<file path="src/rtl/bitmap_scanout_scheduler_if.sv">
// Host write handshake plus the single-port bitmap RAM bus of bitmap_scanout_scheduler.
// master = scheduler side, slave = host/RAM side.
interface bitmap_scanout_scheduler_if #(
    parameter int unsigned ADDR_W = 13
);
    logic              i_wr_valid;
    logic              o_wr_ready;
    logic [ADDR_W-1:0] i_wr_addr;
    logic [15:0]       i_wr_data;
    logic              o_mem_en;
    logic              o_mem_we;
    logic [ADDR_W-1:0] o_mem_addr;
    logic [15:0]       o_mem_wdata;
    logic [15:0]       i_mem_rdata;

    modport master (
        input  i_wr_valid, i_wr_addr, i_wr_data, i_mem_rdata,
        output o_wr_ready, o_mem_en, o_mem_we, o_mem_addr, o_mem_wdata
    );

    modport slave (
        output i_wr_valid, i_wr_addr, i_wr_data, i_mem_rdata,
        input  o_wr_ready, o_mem_en, o_mem_we, o_mem_addr, o_mem_wdata
    );
endinterface

</file>
<file path="src/rtl/bitmap_scanout_scheduler.sv">
// Shares one bitmap RAM between 4bpp 160x120 scanout (x4 scale) and a host write port.
// Optional BITMAP_CLEAR_ON_RESET_EN zero-fills the visible bitmap after reset.
module bitmap_scanout_scheduler #(
    parameter int unsigned H_VISIBLE     = 640,
    parameter int unsigned H_TOTAL       = 800,
    parameter int unsigned V_VISIBLE     = 480,
    parameter int unsigned V_TOTAL       = 525,
    parameter int unsigned WORDS_PER_ROW = 40,
    parameter int unsigned ADDR_W        = 13
) (
    input  logic                      i_clk,
    input  logic                      i_rst_n,
    input  logic [9:0]                i_hpos,
    input  logic [9:0]                i_vpos,
    input  logic                      i_visible,
    bitmap_scanout_scheduler_if.master bus,
    output logic [3:0]                o_pixel,
    output logic                      o_pixel_valid
);
    localparam int unsigned FB_WORDS = V_VISIBLE / 4 * WORDS_PER_ROW;

    typedef enum logic [1:0] {ST_INIT, ST_CLEAR, ST_RUN} state_t;

`ifdef BITMAP_CLEAR_ON_RESET_EN
    localparam state_t AFTER_INIT = ST_CLEAR;
`else
    localparam state_t AFTER_INIT = ST_RUN;
`endif

    state_t            state;
    logic [9:0]        next_vpos;
    logic              slot_line, slot_start, slot;
    logic              wr_take, clear_take, clear_done;
    logic              mem_en, mem_we;
    logic [ADDR_W-1:0] line_base, start_base, mem_addr, addr_q, clear_addr;
    logic [15:0]       mem_wdata, wdata_q, cur_word, next_word;
    logic              fetch_d, started, primed;

    always_comb begin
        next_vpos  = (i_vpos == 10'(V_TOTAL - 1)) ? '0 : i_vpos + 10'd1;
        line_base  = ADDR_W'(32'(i_vpos[9:2]) * WORDS_PER_ROW);
        start_base = ADDR_W'(32'(next_vpos[9:2]) * WORDS_PER_ROW);
        slot_line  = (state != ST_INIT) && (i_vpos < 10'(V_VISIBLE)) &&
                     (i_hpos[3:0] == 4'd8) && (i_hpos < 10'(H_VISIBLE - 16));
        slot_start = (state != ST_INIT) && (i_hpos == 10'(H_TOTAL - 8)) &&
                     (next_vpos < 10'(V_VISIBLE));
        slot       = slot_line | slot_start;
    end

`ifdef BITMAP_CLEAR_ON_RESET_EN
    always_comb begin
        clear_take = (state == ST_CLEAR) && !slot;
        clear_done = clear_take && (clear_addr == ADDR_W'(FB_WORDS - 1));
    end
`else
    always_comb begin
        clear_take = 1'b0;
        clear_done = 1'b0;
        clear_addr = '0;
    end
`endif

    always_comb begin
        bus.o_wr_ready = (state == ST_RUN) && !slot;
        wr_take   = bus.i_wr_valid && bus.o_wr_ready && (bus.i_wr_addr < ADDR_W'(FB_WORDS));
        mem_en    = slot | wr_take | clear_take;
        mem_we    = !slot && (wr_take || clear_take);
        mem_addr  = addr_q;
        mem_wdata = wdata_q;
        if (slot_line) begin
            mem_addr = line_base + ADDR_W'(i_hpos[9:4]) + ADDR_W'(1);
        end else if (slot_start) begin
            mem_addr = start_base;
        end else if (wr_take) begin
            mem_addr  = bus.i_wr_addr;
            mem_wdata = bus.i_wr_data;
        end else if (clear_take) begin
            mem_addr  = clear_addr;
            mem_wdata = '0;
        end
        bus.o_mem_en    = mem_en;
        bus.o_mem_we    = mem_we;
        bus.o_mem_addr  = mem_addr;
        bus.o_mem_wdata = mem_wdata;
    end

    always_ff @(posedge i_clk or negedge i_rst_n) begin
        if (!i_rst_n) begin
            state         <= ST_INIT;
            addr_q        <= '0;
            wdata_q       <= '0;
            fetch_d       <= 1'b0;
            started       <= 1'b0;
            primed        <= 1'b0;
            cur_word      <= '0;
            next_word     <= '0;
            o_pixel       <= '0;
            o_pixel_valid <= 1'b0;
`ifdef BITMAP_CLEAR_ON_RESET_EN
            clear_addr    <= '0;
`endif
        end else begin
            case (state)
                ST_INIT:  state <= AFTER_INIT;
                ST_CLEAR: if (clear_done) state <= ST_RUN;
                default:  state <= ST_RUN;
            endcase
`ifdef BITMAP_CLEAR_ON_RESET_EN
            if (clear_take) clear_addr <= clear_addr + ADDR_W'(1);
`endif
            if (mem_en) begin
                addr_q  <= mem_addr;
                wdata_q <= mem_wdata;
            end
            fetch_d <= slot;
            if (fetch_d) next_word <= bus.i_mem_rdata;
            if ((i_hpos[3:0] == 4'hF) || (i_hpos == 10'(H_TOTAL - 1))) cur_word <= next_word;
            // In-line fetches resume right after reset, but pixels stay blank until a whole line was fetched from its start.
            if (slot_start) started <= 1'b1;
            if (started && (i_hpos == 10'(H_TOTAL - 1))) primed <= 1'b1;
            o_pixel       <= (i_visible && primed) ? cur_word[{i_hpos[3:2], 2'b00} +: 4] : '0;
            o_pixel_valid <= i_visible;
        end
    end
endmodule

</file>
<file path="src/flat_wrapper.sv">
// flat-port wrapper written by rule: the top's interface ports become plain ports
module bitmap_scanout_scheduler_flat 
#(
    parameter int unsigned H_VISIBLE     = 640,
    parameter int unsigned H_TOTAL       = 800,
    parameter int unsigned V_VISIBLE     = 480,
    parameter int unsigned V_TOTAL       = 525,
    parameter int unsigned WORDS_PER_ROW = 40,
    parameter int unsigned ADDR_W        = 13
)
  (i_clk, i_rst_n, i_hpos, i_vpos, i_visible, o_pixel, o_pixel_valid, bus_i_wr_valid, bus_i_wr_addr, bus_i_wr_data, bus_i_mem_rdata, bus_o_wr_ready, bus_o_mem_en, bus_o_mem_we, bus_o_mem_addr, bus_o_mem_wdata);
  bitmap_scanout_scheduler_if #(.ADDR_W(ADDR_W)) bus_i ();
  input  logic i_clk;
  input  logic i_rst_n;
  input  logic [9:0] i_hpos;
  input  logic [9:0] i_vpos;
  input  logic i_visible;
  output logic [3:0] o_pixel;
  output logic o_pixel_valid;
  input wire logic [$bits(bus_i.i_wr_valid)-1:0] bus_i_wr_valid;
  input wire logic [$bits(bus_i.i_wr_addr)-1:0] bus_i_wr_addr;
  input wire logic [$bits(bus_i.i_wr_data)-1:0] bus_i_wr_data;
  input wire logic [$bits(bus_i.i_mem_rdata)-1:0] bus_i_mem_rdata;
  output wire logic [$bits(bus_i.o_wr_ready)-1:0] bus_o_wr_ready;
  output wire logic [$bits(bus_i.o_mem_en)-1:0] bus_o_mem_en;
  output wire logic [$bits(bus_i.o_mem_we)-1:0] bus_o_mem_we;
  output wire logic [$bits(bus_i.o_mem_addr)-1:0] bus_o_mem_addr;
  output wire logic [$bits(bus_i.o_mem_wdata)-1:0] bus_o_mem_wdata;
  assign bus_i.i_wr_valid = bus_i_wr_valid;
  assign bus_i.i_wr_addr = bus_i_wr_addr;
  assign bus_i.i_wr_data = bus_i_wr_data;
  assign bus_i.i_mem_rdata = bus_i_mem_rdata;
  assign bus_o_wr_ready = bus_i.o_wr_ready;
  assign bus_o_mem_en = bus_i.o_mem_en;
  assign bus_o_mem_we = bus_i.o_mem_we;
  assign bus_o_mem_addr = bus_i.o_mem_addr;
  assign bus_o_mem_wdata = bus_i.o_mem_wdata;
  bitmap_scanout_scheduler #(.H_VISIBLE(H_VISIBLE), .H_TOTAL(H_TOTAL), .V_VISIBLE(V_VISIBLE), .V_TOTAL(V_TOTAL), .WORDS_PER_ROW(WORDS_PER_ROW), .ADDR_W(ADDR_W)) u_core (.i_clk(i_clk), .i_rst_n(i_rst_n), .i_hpos(i_hpos), .i_vpos(i_vpos), .i_visible(i_visible), .bus(bus_i), .o_pixel(o_pixel), .o_pixel_valid(o_pixel_valid));
endmodule
</file>
<file path="config.mk">
export PLATFORM = sky130hd
export DESIGN_NAME = bitmap_scanout_scheduler_flat
export DESIGN_NICKNAME = d
export VERILOG_FILES = /design/src/rtl/bitmap_scanout_scheduler_if.sv /design/src/rtl/bitmap_scanout_scheduler.sv /design/src/flat_wrapper.sv
export SDC_FILE = /design/constraint.sdc
export NUM_CORES = 1
export LEC_CHECK = 0
export CAP_MARGIN = 20
export CELL_PAD_IN_SITES_DETAIL_PLACEMENT = 0
export CELL_PAD_IN_SITES_GLOBAL_PLACEMENT = 1
export CORE_ASPECT_RATIO = 1.4
export CORE_MARGIN = 10
export CORE_UTILIZATION = 40
export DETAILED_ROUTE_END_ITERATION = 10
export GPL_TIMING_DRIVEN = 0
export PLACE_DENSITY_LB_ADDON = 0.08
export SLEW_MARGIN = 40
export SYNTH_ARGS = -nofsm -noshare
export SYNTH_HDL_FRONTEND = slang
export SYNTH_SLANG_ARGS = --single-unit
</file>
<file path="constraint.sdc">
create_clock -name i_clk -period 4.5 [get_ports i_clk]
set_clock_uncertainty 0.1 [all_clocks]
set_input_delay 0.675 -clock i_clk [delete_from_list [all_inputs] [get_ports i_clk]]
set_output_delay 0.675 -clock i_clk [all_outputs]
set_load 0.02 [all_outputs]
</file>
==> flow_metrics.env, run 1 <==
export IMPL_power_leakage_uw=0.00304
export IMPL_clock_latency_ns=0.33
export IMPL_final_nets=622
export IMPL_grt_max_degree=42
export IMPL_gp_congestion=0.783
export IMPL_busiest_layer="met2"
export IMPL_finalSetupViolCount=0
export IMPL_ctsHoldBuffers=0
export IMPL_dpl_cell_area_mm2=0.00578
export IMPL_synth_edf_count=0
export IMPL_fin_tns_setup_ns=0
export IMPL_avgRoutedWirePerCell_um=17.9
export IMPL_min_period_ns=4.35
export IMPL_yosys_area_top_type_share_pct=38.6
export IMPL_drtAntennaViolNets=0
export IMPL_synthFlopType="dfrtp_1"
export IMPL_numCtsBuffers=9
export IMPL_critPathKind="primary input to output port"
export IMPL_num_vias=3455
export IMPL_tritoncts="built"
export IMPL_cp_max_fo=5
export IMPL_yosys_area_share_adder_pct=8.87
export IMPL_max_cap_violations=0
export IMPL_yosys_top_cells_area="dfrtp_1, mux2_4, ha_1"
export IMPL_syn2layout_area_growth_pct=35.9
export IMPL_vias_per_cell=5.15
export IMPL_die_h_um=146
export IMPL_fp_dieArea_mm2=0.0161
export IMPL_final_area_mm2=0.00617
export IMPL_grt_util_met1_pct=16.3
export IMPL_path_clk_slew_ns=0.06
export IMPL_crit_arrival_ns=3.57
export IMPL_start_kind="primary input"
export IMPL_worst_hold_path_type="primary input to async pin"
export IMPL_synth_area_mm2=0.00454
export IMPL_grt_use_met2_pct=28.0
export IMPL_clk_path_buf_depth=2
export IMPL_synth_top_family_by_area="multiplexers"
export IMPL_critPathCaptureType="output port"
export IMPL_syn_instance_count=403
export IMPL_synth_mux_area_share_pct=21.6
export IMPL_synthXorXnorAreaFrac_pct=4.63
export IMPL_clockRootBuffer="clkbuf_16"
export IMPL_dpl_hpwl_um=9750
export IMPL_layout_drive_gt1_share_pct=22.0
export IMPL_cts_max_level=3
export IMPL_hold_violations=0
export IMPL_cp_data_required_time_ns=3.72
export IMPL_fp_dieW_um=110
export IMPL_final_max_slew_viol_count=0
export IMPL_rows=46
export IMPL_drt_total_wl_um=12000
export IMPL_fin_cells=671
export IMPL_ys_warn_count=0
export IMPL_slew_headroom_pct=57.6
export IMPL_grt_pass1_wl_um=19300
export IMPL_yosys_cell_types_count=57
export IMPL_yosys_register_bits=70
export IMPL_avgSynthCellArea_um2=11.3
export IMPL_numPortBuffers=104
export IMPL_worst_pin_slew_ns=0.636
export IMPL_core_area_mm2=0.0112
export IMPL_grt_ovfl_total=0
export IMPL_grt_pass1_vias=3729
export IMPL_yosysSeqAreaShare_pct=38.6
export IMPL_diodes=0
export IMPL_outcome="finished, final reports clean"
export IMPL_initial_core_util_pct=40.5
export IMPL_cts_sinks=70
export IMPL_syn_nets=503
export IMPL_antenna_found_initial=0
export IMPL_synth_compound_area_share_pct=7.72
export IMPL_cellPowerDensity_mw_per_mm2=351
export IMPL_yosys_area_share_simple_pct=15.0
export IMPL_firstDrtPassIters=5
export IMPL_grtUsageMet3_pct=3.35
export IMPL_ir_drop_v=0.000161
export IMPL_max_freq_mhz=230
export IMPL_io_pins=106
export IMPL_synth_top_area_cell="dfrtp_1"
export IMPL_fin_crit_sh_pct=96.7
export IMPL_power_uw=2160
export IMPL_post_route_drc_count=0
export IMPL_rsz0062_at_grt="no"
export IMPL_initialDrtViolationCount=128
export IMPL_async_reset_ff_share_pct=100
export IMPL_dp_cells=652
export IMPL_grt_usage_pct=15.4
-- cell usage after synthesis (2+ instances only) --
library cell and n:
mux2i_1 15, xnor2_1 16, mux2_4 29, mux2_1 4, xor2_1 8, o221ai_1 10
nor4bb_1 2, or3b_1 2, a41oi_1 2, a211oi_1 2, a21o_1 4, inv_1 11
nand2_1 57, nand2b_1 5, clkbuf_1 6, o21ai_0 4, fa_1 2, dfrtp_1 70
and3_1 5, nor2_1 15, mux2_2 23, buf_2 4, o21bai_1 3, buf_1 3
mux4_2 4, ha_1 29, nand4_1 5, nor4_4 2, buf_12 3, nand3_1 15
a21oi_1 9, o21ai_1 9
-- state kept, by name, summed over array words and instances, names as in the netlist --
register              cells
u_core.addr_q            13
u_core.state              1
u_core.o_pixel_valid      1
u_core.wdata_q           16
u_core.fetch_d            1
u_core.o_pixel            4
u_core.started            1
u_core.cur_word          16
u_core.next_word         16
u_core.primed             1
-- power by group --
part	leakage [uW]	switching, uW	internal, uW
registers	0.000893	48.6	731
clock network	0.000146	273	430
logic	0.00200	319	363
-- metrics by stage --
stage / utilization (%) / hold WS, ns / setup slack (ns)
after detailed placement: 51.5 / 0.354 / -0.767
after CTS: 54.6 / 0.106 / 0.000627
after global placement: 51.3 / 0.351 / -0.779
final: 55.0 / 0.106 / 0.150
after floorplan: - / 0.279 / 0.629
after global routing: 55.0 / 0.118 / 0.00182
-- what timing repair did --
action	4_1_cts	5_1_grt
buffers inserted	2	1
resized for setup	51	21
setup endpoints to repair	32	22
pin swaps	3	5
-- cells by family (layout without fill, tap and decap cells) --
family                     after synthesis  after routing
xor gates and xnor gates                24             24
AOI/OAI and AO/OA                       51             51
buffers and inverters                   29            153
adders and majority gates               31             31
DFF                                     70             70
muxes                                   75             75
and+or+nand+nor                        122            122
other                                    1              1
-- layout make-up --
| type | count | area [um^2] |
|---|---|---|
| tap | 144 | 180 |
| clock inverter | 7 | 73.8 |
| buffer | 16 | 133 |
| sequential | 70 | 1750 |
| inverter | 13 | 48.8 |
| multi-input combinational | 304 | 2690 |
| timing repair buffer | 108 | 1070 |
| clock buffer | 9 | 225 |
| fill | 1038 | 5050 |
-- worst max-delay path, cell delays in order --
cell	delay [ns]
clkdlybuf4s50_1	0.65
nand2b_1	0.12
nor2_1	0.14
nor2_1	0.10
ha_1	0.29
ha_2	0.20
fa_2	0.35
a21o_1	0.18
a21oi_2	0.17
o21bai_1	0.09
a21oi_1	0.18
mux2_4	0.19
mux2i_1	0.07
buf_4	0.17
-- cell usage in the layout, fill, tap and decap left out, types with 7 or more instances in the layout --
cell type,synthesis,layout
o221ai_1,10,10
mux2i_1,15,15
nor2_1,15,14
nand2_1,57,57
nand3_1,15,14
xor2_1,8,8
mux2_2,23,23
a21oi_1,9,7
dlygate4sd2_1,0,13
o21ai_1,9,9
inv_1,11,11
dlymetal6s2s_1,0,7
clkdlybuf4s50_1,0,74
clkbuf_16,0,9
dfrtp_1,70,70
ha_1,29,28
xnor2_1,16,15
mux2_4,29,30
-- per-layer routing --
metal | wire length [um] | up-vias
met5 | 0 | -
met4 | 292 | 0
met3 | 688 | 16
met2 | 6640 | 77
met1 | 4360 | 1667
li1 | - | 1695
-- worst paths after layout --
| path | from | cells after the start | to | slack [ns] |
|---|---|---|---|---|
| worst max-delay path | i_vpos[9] | 14 | bus_o_mem_addr[12] | 0.15 |
| worst min-delay path | i_rst_n | 1 | u_core.next_word[6] | 0.11 |
| worst max register to register | u_core.state[1] | 6 | u_core.addr_q[2] | 2.29 |
| worst min register to register | u_core.next_word[8] | 2 | u_core.cur_word[8] | 0.36 |
| max in group asynchronous | i_rst_n | 2 | u_core.wdata_q[6] | 3.68 |
| min in group i_clk | u_core.next_word[8] | 2 | u_core.cur_word[8] | 0.36 |
No activity file was read; power rests on OpenSTA's default activity.
==> inputs of run 2 (changes only) <==
Settings changed: SKIP_CTS_REPAIR_TIMING from default to 1, TNS_END_PERCENT from default to 5.
==> flow_metrics.env, run 2 (synthesis gave the netlist of run 1 again) <==
export IMPL_slew_headroom_pct=55.7
export IMPL_die_h_um=146
export IMPL_max_freq_mhz=225
export IMPL_dpl_hpwl_um=9750
export IMPL_numCtsBuffers=9
export IMPL_cp_max_fo=10
export IMPL_cellPowerDensity_mw_per_mm2=350
export IMPL_outcome="finished, final reports clean"
export IMPL_final_nets=620
export IMPL_drt_total_wl_um=12000
export IMPL_grt_ovfl_total=0
export IMPL_avgRoutedWirePerCell_um=17.9
export IMPL_grt_pass1_wl_um=19200
export IMPL_initialDrtViolationCount=138
export IMPL_switching_share_pct=29.5
export IMPL_cp_num_buf_inv=4
export IMPL_seqPwrFrac_pct=35.8
export IMPL_core_area_mm2=0.0112
export IMPL_clk_path_buf_depth=2
export IMPL_max_cap_violations=0
export IMPL_rsz0062_at_grt="yes"
export IMPL_power_leakage_uw=0.00321
export IMPL_grt_usage_pct=15.4
export IMPL_diodes=0
export IMPL_p_comb_share_pct=31.8
export IMPL_initial_core_util_pct=40.5
export IMPL_cpLargestDelayFamily="buffers and inverters"
export IMPL_grt_pass1_vias=3701
export IMPL_min_period_ns=4.44
export IMPL_grt_max_degree=42
export IMPL_num_vias=3444
export IMPL_finalSetupViolCount=0
export IMPL_critPathKind="primary input to output port"
export IMPL_start_kind="primary input"
export IMPL_crit_arrival_ns=3.67
export IMPL_clock_latency_ns=0.33
export IMPL_fp_dieArea_mm2=0.0161
export IMPL_cts_max_level=3
export IMPL_worstPathCellList="clkdlybuf4s50_1 > inv_1 > ha_1 > nor4bb_4 > nand4_1 > nor3b_4 > nand2_4 > nand3b_4 > buf_12 > mux2_4 > clkdlybuf4s50_1"
export IMPL_cp_data_required_time_ns=3.72
export IMPL_ff2ff_setup_slack_ns=2.26
export IMPL_path_clk_slew_ns=0.06
export IMPL_fin_cells=669
export IMPL_hold_violations=0
export IMPL_rows=46
export IMPL_reg2reg_to="u_core.addr_q[2]"
export IMPL_vias_per_cell=5.15
export IMPL_critPathCaptureType="output port"
export IMPL_cp_slowest_cell="clkdlybuf4s50_1"
export IMPL_multiInputGateArea_mm2=0.00270
export IMPL_antenna_found_initial=0
export IMPL_p_clk_share_pct=32.4
export IMPL_critical_path_most_common_cell="clkdlybuf4s50_1"
export IMPL_fin_crit_sh_pct=98.7
export IMPL_dp_cells=652
export IMPL_tritoncts="built"
export IMPL_n_fill_cell=1017
export IMPL_io_pins=106
export IMPL_gp_congestion=0.783
export IMPL_mostFrequentLayoutCells="clkdlybuf4s50_1, dfrtp_1, nand2_1"
export IMPL_worst_pin_slew_ns=0.664
export IMPL_syn2layout_area_growth_pct=37.0
export IMPL_layout_drive_gt1_share_pct=21.1
export IMPL_seq_area_mm2=0.00175
export IMPL_firstDrtPassIters=4
export IMPL_reg2reg_from="u_core.state[1]"
export IMPL_fin_tns_setup_ns=0
export IMPL_internal_power_uw=1530
export IMPL_top_regs="u_core.cur_word: 16 flops, u_core.next_word: 16 flops, u_core.wdata_q: 16 flops"
export IMPL_clockRootBuffer="clkbuf_16"
export IMPL_ir_drop_v=0.000162
export IMPL_p_switching_uw=643
export IMPL_cts_sinks=70
export IMPL_ff2ff_path_depth=6
export IMPL_slowest_delay_ns=0.56
export IMPL_post_route_drc_count=0
export IMPL_numPortBuffers=104
export IMPL_final_max_slew_viol_count=0
export IMPL_fp_dieW_um=110
export IMPL_worst_hold_path_type="primary input to async pin"
export IMPL_drtAntennaViolNets=0
-- run 2: final cells by class --
cell class | instances | share of cell area (%)
plain buffers | 16 | 2.03
clock buffers | 9 | 3.62
clock inverters | 7 | 1.19
inverters | 13 | 0.785
multi-input cells | 304 | 43.3
flip-flops and latches | 70 | 28.2
well taps | 144 | 2.90
repair buffers | 106 | 18.0
-- run 2: power by group through the flow --
| stage | combinational (uW) | clock (uW) | sequential, uW |
|---|---|---|---|
| global route | 758 | 755 | 791 |
| detailed placement | 698 | 0 | 790 |
| global placement | 689 | 0 | 786 |
| CTS | 704 | 719 | 780 |
| floorplan | 431 | 0 | 773 |
| finish | 691 | 706 | 779 |
-- run 2: per-stage QoR --
step                      area [um^2]  utilization, %  setup WS, ns  hold slack (ns)  total power [uW]
after global routing             6220            55.4       -0.0959            0.118              2300
final                            6220            55.4        0.0576            0.106              2180
after global placement           5760            51.3        -0.779            0.351              1480
after floorplan                  4540               -         0.629            0.279              1200
after CTS                        6080            54.2        -0.772            0.106              2200
after detailed placement         5780            51.5        -0.767            0.354              1490
-- run 2: routing by layer --
metal,wire [um],track usage [%],part of all wire [%]
met1,4400,16.3,37
met2,6640,27.9,55
met3,651,3.44,5.4
met4,286,6.46,2.4
met5,0,0,0
-- run 2: worst max path at each step --
stage	from	end	depth (start not counted)	slack, ns
after floorplan	i_vpos[4]	bus_o_mem_addr[12]	12	0.63
after global placement	i_vpos[7]	bus_o_mem_addr[12]	15	-0.78
after detailed placement	i_vpos[2]	bus_o_mem_addr[11]	14	-0.77
after CTS	i_vpos[2]	bus_o_mem_addr[11]	14	-0.77
after global routing	i_hpos[5]	bus_o_mem_wdata[8]	11	-0.1
final	i_hpos[5]	bus_o_mem_wdata[8]	11	0.06
==> inputs of run 3 (changes only) <==
Settings changed: CAP_MARGIN 20 to 0.
==> results of run 3 <==
The final DEF is identical to that of run 2; final timing and power are the same.
==> RTL change, RTL diff (config.mk and constraints of run 2) <==
`ADDR_W` is set to 13 in 3 places; all go to 14.
--- a/src/rtl/bitmap_scanout_scheduler_if.sv
+++ b/src/rtl/bitmap_scanout_scheduler_if.sv
@@ -1,7 +1,7 @@
 // Host write handshake plus the single-port bitmap RAM bus of bitmap_scanout_scheduler.
 // master = scheduler side, slave = host/RAM side.
 interface bitmap_scanout_scheduler_if #(
-    parameter int unsigned ADDR_W = 13
+    parameter int unsigned ADDR_W = 14
 );
     logic              i_wr_valid;
     logic              o_wr_ready;
--- a/src/rtl/bitmap_scanout_scheduler.sv
+++ b/src/rtl/bitmap_scanout_scheduler.sv
@@ -6,7 +6,7 @@
     parameter int unsigned V_VISIBLE     = 480,
     parameter int unsigned V_TOTAL       = 525,
     parameter int unsigned WORDS_PER_ROW = 40,
-    parameter int unsigned ADDR_W        = 13
+    parameter int unsigned ADDR_W        = 14
 ) (
     input  logic                      i_clk,
     input  logic                      i_rst_n,
--- a/src/flat_wrapper.sv
+++ b/src/flat_wrapper.sv
@@ -6,7 +6,7 @@
     parameter int unsigned V_VISIBLE     = 480,
     parameter int unsigned V_TOTAL       = 525,
     parameter int unsigned WORDS_PER_ROW = 40,
-    parameter int unsigned ADDR_W        = 13
+    parameter int unsigned ADDR_W        = 14
 )
   (i_clk, i_rst_n, i_hpos, i_vpos, i_visible, o_pixel, o_pixel_valid, bus_i_wr_valid, bus_i_wr_addr, bus_i_wr_data, bus_i_mem_rdata, bus_o_wr_ready, bus_o_mem_en, bus_o_mem_we, bus_o_mem_addr, bus_o_mem_wdata);
   bitmap_scanout_scheduler_if #(.ADDR_W(ADDR_W)) bus_i ();
Interface: changed (resized bus_i_wr_addr and bus_o_mem_addr); port bits go from 106 to 108. No check against the original RTL was run, so the function may have changed too.
==> RTL change against run 2 <==
  * The flow now finishes with violations (setup timing)
  * Power grew 6.5%
  * Routed wire length up 3.1%
  * Sequential cell count increased by 1
  * Final area increased by 0.34%
  * Area after synthesis fell by 1.2%
  * Worst hold slack gained 0.035 ns
  * Worst setup slack worse by 0.074 ns
  * Maximum frequency down 1.6%
  * Highest routed layer unchanged
==> RTL change: results <==
group,metric,value,unit
placement,place_congestion,0.797,
worst_setup_path,r2r-end,"u_core.addr_q[5]",
grt,grt_pass1_wl,19.5,mm
sta,setup_violations,2,
pwr,p_leak,0.00309,uW
logic_synthesis,synth.distinct_cells,62,
worst_setup_path,crit_end,"bus_o_mem_addr[10]",
layout,fillerInstances,942,
placement,dp_slack,-1.09,ns
worst_setup_path,critPathMaxFanout,7,
pwr,vdd_drop_max,0.251,mV
logic_synthesis,syn_avg_cell_area,11.3,um2
worst_setup_path,critPathTopFamily,"simple AND/OR/NAND/NOR gates",
outcome,status,"finished, violations left",
placement,io_buffers,106,
routing,vias,3550,
routing,drt-initial-drc-count,82,
layout,drive_above_1_share,24.6,%
routing,routed_wl,12.3,mm
pwr,swShare,28.3,%
outcome,violations,"setup timing",
grt,grt_usage,15.4,%
grt,grt_start_max_net_pins,41,
sta,fin_ws,-0.0169,ns
placement,hpwlAfterDp,9.81,mm
logic_synthesis,synth-seq-cells,71,
sta,relSlewSlack,58.6,%
worst_setup_path,arrival,3.74,ns
logic_synthesis,synthTopCellsByArea,"dfrtp_1 40%, mux2_2 17%, ha_1 8.1%",
==> RTL change: cell count changes after synthesis, sizes merged, moves of 5 or more <==
cell	run 2	this run
nand3	15	9
and3	5	11
o31ai	0	5
mux2	56	73
nand2	58	12
o221ai	10	1
nor3	1	11
a211oi	2	11
mux2i	15	1
a221o	0	8
==> RTL change: cell type report <==
cell class	count	area (um2)	area share, %
multi-input combinational	297	2650	42.5
sequential	71	1780	28.5
inverter	11	41.3	0.662
buffer	18	96.3	1.54
clock buffer	13	260	4.17
tap	141	176	2.83
timing repair buffer	108	1170	18.8
clock inverter	3	65.1	1.04
==> RTL change: metrics by stage <==
stage	instance area [um2]	utilization (%)
2_1_floorplan	4490	-
3_3_place_gp	5720	52.4
3_5_place_dp	5750	52.7
4_1_cts	6080	55.7
5_1_grt	6240	57.1
6_report	6240	57.1
==> RTL change: per-layer routing <==
layer | GRT usage [%] | wire length (um) | vias up
met2 | 26.6 | 6400 | 94
met1 | 17.1 | 5000 | 1704
met5 | 0 | 0 | -
li1 | - | - | 1735
met4 | 6.01 | 242 | 0
met3 | 4.03 | 700 | 17
==> RTL change: cells by family (layout without fill, tap and decap cells) <==
logic type,count (synthesis),in the layout,synth area share [%]
multiplexers,78,78,20.6
buffers and inverters,29,153,2.84
adder cells (fa/ha/maj),31,31,8.98
other,1,1,0.0836
flip-flops,71,71,39.6
XOR/XNOR,21,21,4.10
AO/OA/AOI/OAI,69,69,11.2
AND/OR/NAND/NOR,97,97,12.6
==> RTL change: power by group through the flow <==
stage               Clock, uW  Combinational (uW)  Sequential, uW
global placement            0                 738             809
finish                    772                 741             804
floorplan                   0                 453             798
CTS                       792                 757             805
global route              817                 811             819
detailed placement          0                 753             816
